## src/rtl/s38584_n1243_state_wrap.sv

```systemverilog
// s38584_n1243_state_wrap
//
// Sequential slice wrapped around the combinational n1243 cone. Holds the
// 20 pseudo-primary state bits that feed the cone and, during RUN, registers
// the cone output n1243 back into g671. State is loaded and unloaded through
// a serial scan chain, so the slice can be compared against the full netlist.
//
// Ports
//   CK          clock, everything on the rising edge
//   RST         synchronous active-high reset
//   start       one-cycle request, only honoured in IDLE
//   run_len     number of functional cycles, captured on an accepted start
//   scan_in     serial load data
//   n1243       next-state value of g671 from the cone, used only in RUN
//   g671..g376  state bits st[0]..st[19] driving the cone
//   scan_out    serial unload data, always st[19]
//   busy        high in every state except IDLE
//   done        one-cycle completion pulse
//   toggle_cnt  saturating count of g671 changes during RUN
//   fsm_state   current FSM state, for observation only
//
// Handshake: start is accepted only on a rising edge where the FSM is IDLE
// (busy=0) and RST=0; busy rises on the following cycle and stays high until
// the cycle after done. start while busy is dropped, never queued. done is
// high for exactly one cycle, 20 + run_len + 20 + 1 cycles after acceptance.

module s38584_n1243_state_wrap #(
   parameter int NBITS = 20,  // chain order below is fixed, only 20 is supported
   parameter int CNTW  = 8
) (
   input  logic            CK,
   input  logic            RST,
   input  logic            start,
   input  logic [CNTW-1:0] run_len,
   input  logic            scan_in,
   input  logic            n1243,
   output logic            g671,
   output logic            g703,
   output logic            g676,
   output logic            g504,
   output logic            g499,
   output logic            g650,
   output logic            g661,
   output logic            g728,
   output logic            g718,
   output logic            g655,
   output logic            g645,
   output logic            g528,
   output logic            g681,
   output logic            g699,
   output logic            g490,
   output logic            g482,
   output logic            g385,
   output logic            g358,
   output logic            g370,
   output logic            g376,
   output logic            scan_out,
   output logic            busy,
   output logic            done,
   output logic [CNTW-1:0] toggle_cnt,
   output logic [2:0]      fsm_state
);

   typedef enum logic [2:0] {
      S_IDLE   = 3'd0,
      S_LOAD   = 3'd1,
      S_RUN    = 3'd2,
      S_UNLOAD = 3'd3,
      S_DONE   = 3'd4
   } state_t;

   // The shared counter tracks both shift positions (0..NBITS-1) and run
   // cycles (0..rl-1), so it is CNTW wide; CNTW must cover NBITS-1.
   localparam logic [CNTW-1:0] LAST_SHIFT = CNTW'(NBITS - 1);
   localparam logic [CNTW-1:0] TOG_MAX    = {CNTW{1'b1}};

   state_t           state;
   logic [NBITS-1:0] st;
   logic [CNTW-1:0]  rl;
   logic [CNTW-1:0]  cnt;

   always_ff @(posedge CK) begin
      if (RST) begin
         state      <= S_IDLE;
         st         <= '0;
         rl         <= '0;
         cnt        <= '0;
         toggle_cnt <= '0;
         busy       <= 1'b0;
         done       <= 1'b0;
      end else begin
         done <= 1'b0;
         case (state)
            S_IDLE: begin
               if (start) begin
                  rl         <= run_len;
                  toggle_cnt <= '0;
                  cnt        <= '0;
                  busy       <= 1'b1;
                  state      <= S_LOAD;
               end
            end
            S_LOAD: begin
               // First bit in travels all the way up to st[19].
               st <= {st[NBITS-2:0], scan_in};
               if (cnt == LAST_SHIFT) begin
                  cnt   <= '0;
                  state <= (rl != '0) ? S_RUN : S_UNLOAD;
               end else begin
                  cnt <= cnt + 1'b1;
               end
            end
            S_RUN: begin
               st[0] <= n1243;
               if ((n1243 != st[0]) && (toggle_cnt != TOG_MAX))
                  toggle_cnt <= toggle_cnt + 1'b1;
               // rl is non-zero here, LOAD skips RUN otherwise.
               if (cnt == rl - 1'b1) begin
                  cnt   <= '0;
                  state <= S_UNLOAD;
               end else begin
                  cnt <= cnt + 1'b1;
               end
            end
            S_UNLOAD: begin
               st <= {st[NBITS-2:0], 1'b0};
               if (cnt == LAST_SHIFT) begin
                  cnt   <= '0;
                  done  <= 1'b1;
                  state <= S_DONE;
               end else begin
                  cnt <= cnt + 1'b1;
               end
            end
            S_DONE: begin
               busy  <= 1'b0;
               state <= S_IDLE;
            end
            default: begin
               busy  <= 1'b0;
               state <= S_IDLE;
            end
         endcase
      end
   end

   assign g671 = st[0];
   assign g703 = st[1];
   assign g676 = st[2];
   assign g504 = st[3];
   assign g499 = st[4];
   assign g650 = st[5];
   assign g661 = st[6];
   assign g728 = st[7];
   assign g718 = st[8];
   assign g655 = st[9];
   assign g645 = st[10];
   assign g528 = st[11];
   assign g681 = st[12];
   assign g699 = st[13];
   assign g490 = st[14];
   assign g482 = st[15];
   assign g385 = st[16];
   assign g358 = st[17];
   assign g370 = st[18];
   assign g376 = st[19];

   assign scan_out  = st[NBITS-1];
   assign fsm_state = state;

endmodule

```

## config.mk

```make
export PLATFORM = sky130hd
export DESIGN_NAME = s38584_n1243_state_wrap
export DESIGN_NICKNAME = d
export VERILOG_FILES = /design/src/rtl/s38584_n1243_state_wrap.sv
export SDC_FILE = /design/constraint.sdc
export NUM_CORES = 1
export LEC_CHECK = 0
export ABC_AREA = 1
export CORE_UTILIZATION = 48
export DETAILED_ROUTE_END_ITERATION = 12
export PLACE_DENSITY = 0.75
export SETUP_SLACK_MARGIN = 0.3
export SYNTH_ARGS = -nofsm -noshare
export SYNTH_HDL_FRONTEND = slang
export SYNTH_SLANG_ARGS = --single-unit
```

## constraint.sdc

```tcl
create_clock -name CK -period 3.2 [get_ports CK]
set_input_delay 0.96 -clock CK [delete_from_list [all_inputs] [get_ports CK]]
set_output_delay 0.96 -clock CK [all_outputs]
set_load 0.05 [all_outputs]
```

==> qor.tcl <==
set qor(total_of_flip_flops_plus_latches_after_synthesis) 49
set qor(postCtsHoldBufs) 0
set qor(design.final.nets) 408
set qor(layout.cells.most_common_list) {sky130_fd_sc_hd__nor2_1 (68), sky130_fd_sc_hd__nand2_1 (66), sky130_fd_sc_hd__dfxtp_1 (49)}
set qor(grt_first_pass_wirelength_um) 9180
set qor(syn_to_final_growth_pct) 25.0
set qor(avgSynthCellArea_um2) 6.84
set qor(post_synthesis_cell_type_with_the_largest_combined_area) {sky130_fd_sc_hd__dfxtp_1}
set qor(netlist-cell-type-count) 29
set qor(first_pass_iters) 4
set qor(worst-endpoint-required_ns) 2.24
set qor(yosysWarnings) 0
set qor(crit_family) {buffers and inverters}
set qor(worstReg2RegStart) {fsm_state[2]}
set qor(place.detailed.hpwl_um) 3940
set qor(route.detailed.vias_per_inst) 4.88
set qor(clock_path_buffers) 2
set qor(cts_repair_resize_count) 0
set qor(critPathMaxStageDelay_ns) 0.87
set qor(post-route-min-period_ns) 2.60
set qor(grt_max_degree) 33
set qor(floorplan.core_area_um2) 4750
set qor(clock_skew_ns) 0.00648
set qor(synth.cell_area_um2) 2370
set qor(grt_setup_unrepaired) {false}
set qor(htree_num_levels) 2
set qor(cp-startpoint) {fsm_state[2]}
set qor(vertical_die_dimension_um) 72.3
set qor(final_report_hold_violation_count) 0
set qor(synth_cells) 347
set qor(die_area_um2) 5230
set qor(num_io_pins) 47
set qor(max_clk_rate_mhz) 385
set qor(ctsRootBufferMaster) {sky130_fd_sc_hd__clkbuf_8}
set qor(clock-sinks) 49
set qor(worst_setup_path_end_kind) {output pin}
set qor(clock_tree_from_tritoncts) {done}
set qor(synth_top_area_share) 0.413
set qor(port_buffers) 46
set qor(cp_slowest_cell) {sky130_fd_sc_hd__clkdlybuf4s50_1}
set qor(slew_limit_headroom) 0.602
set qor(critPathMaxFanout) 7
set qor(routed_wire_length_per_instance_um) 11.7
set qor(grt_antenna_before_repair) 0
set qor(max_capacitance_violation_count) 0
set qor(cts_setup_buffers) 0
set qor(power_leakage_nw) 1.38
set qor(critical_path_start_type) {flip-flop}
set qor(placed_cells_incl_taps) 452
set qor(hold_path.startpoint) {busy}
set qor(globalplace.congestion) 0.825
set qor(detailedRoute.firstIterationViolations) 108
set qor(track_usage) 0.223
set qor(clk_lat_worst_skew_ns) 0.30
set qor(n_antenna_cell) 0
set qor(instances_no_fill) 460
set qor(crit_path_cell_trace) {clkdlybuf4s50_1}
set qor(pwr_density_cell_nw_per_um2) 887
set qor(crit_type) {reg2out}
set qor(fin_setup_tns_ns) 0
set qor(outcome) {complete, no violations}
set qor(rows) 25
set qor(worst_hold_path_type) {reg2reg}
set qor(worstPathBufferInverterCount) 1
set qor(drc_errors) 0
set qor(report.final.slew_viol_count) 0
set qor(finalWirelength_um) 5400
set qor(clk_pin_slew_ns) 0.09
set qor(post_route_ant_nets) 0
set qor(overflow) 0
set qor(fin_crit_sh) 0.812
set qor(setup_viol) 0
set qor(first_global_vias) 2050
set qor(synth-seq-area-share) 0.413
set qor(synth.top_cells.by_area) {sky130_fd_sc_hd__dfxtp_1 (41%), sky130_fd_sc_hd__nor2_1 (11%), sky130_fd_sc_hd__nand2_1 (10%), sky130_fd_sc_hd__o21ai_0 (6.7%), sky130_fd_sc_hd__inv_1 (5.7%)}
set qor(layout.cells.most_common) {sky130_fd_sc_hd__nor2_1}
set qor(timing_worst_slew_pin_value_ns) 0.597
set qor(final_util) 0.624
set qor(irDropWorstVdd_uv) 555
set qor(start_util) 0.499
set qor(die_w_um) 72.3
set qor(cts_made_buffers) 5
set qor(synth.net_count) 363
set qor(timing.critical_path.arrival_ns) 1.64
set qor(drive_above_1_share) 0.0865
set qor(route.vias.total) 2245
==> worst reg2reg max path, cell delays in order (launching register included) <==
cell,delay (ns)
sky130_fd_sc_hd__dfxtp_1,0.48
sky130_fd_sc_hd__nor2_1,0.09
sky130_fd_sc_hd__buf_4,0.20
sky130_fd_sc_hd__inv_1,0.46
sky130_fd_sc_hd__nor2_1,0.17
sky130_fd_sc_hd__inv_1,0.18
sky130_fd_sc_hd__nand2_4,0.11
sky130_fd_sc_hd__nand2_1,0.07
sky130_fd_sc_hd__nand2_1,0.05
sky130_fd_sc_hd__nand2_1,0.05
sky130_fd_sc_hd__inv_1,0.04
==> cell families (layout without fill, tap and decap cells) <==
kind of cell / Yosys count / in the layout / share of synthesized area
xor+xnor: 11 / 11 / 0.0406
buf+inv: 54 / 100 / 0.0901
simple gates: 171 / 171 / 0.312
fa+ha+maj: 3 / 3 / 0.0158
flops: 49 / 49 / 0.413
compound gates: 59 / 59 / 0.128
==> stage by stage <==
step	setup slack, ns	hold WS, ns	power [W]	area (µm²)
CTS	0.593	0.500	0.00265	2970
detailed placement	0.688	0.486	0.00228	2890
floorplan	1.32	0.459	0.00191	2370
global route	0.541	0.515	0.00284	2970
finish	0.602	0.497	0.00263	2970
global placement	0.731	0.464	0.00227	2890
==> flip-flops by register name, summed over array words and instances (netlist names) <==
name,flops
toggle_cnt,8
done,1
st,20
cnt,8
fsm_state,3
busy,1
rl,8
==> worst paths after layout <==
path             endpoint  slack [ns]  cells after the start
max          fsm_state[2]        0.60                      1
min                  busy        0.50                      2
max reg2reg        cnt[7]        1.22                     10
min reg2reg          busy        0.50                      2
==> metal layers <==
metal,track usage,vias to the layer above,share of wire
met4,0.0697,0,0.0059
met3,0.0625,4,0.052
met1,0.290,1014,0.49
met2,0.359,46,0.45
li1,-,1181,-
met5,0,-,0
==> Yosys cell counts (all sizes together) <==
library cell / n
nor2: 77
nand2: 73
dfxtp: 49
inv: 43
o21ai: 40
a21oi: 15
nand3: 15
xor2: 9
buf: 6
clkbuf: 4
ha: 3
nand4: 3
nor3: 3
a31oi: 2
xnor2: 2
clkinv: 1
o2111ai: 1
o21bai: 1
==> power by group <==
part	total (W)	switching, W	internal, W
clock network	0.000361	0.000205	0.000155
logic	0.00138	0.000931	0.000445
registers	0.000897	0.000137	0.000759
total	0.00263	0.00127	0.00136
==> cell type report <==
cell class	count	area, µm²
fill	456	1790
multi-input combinational	244	1180
tap	67	83.8
inverter	44	165
clock inverter	1	7.51
clock buffer	7	76.3
sequential	49	981
timing repair buffer	48	475
(Power assumes the default switching activity.)
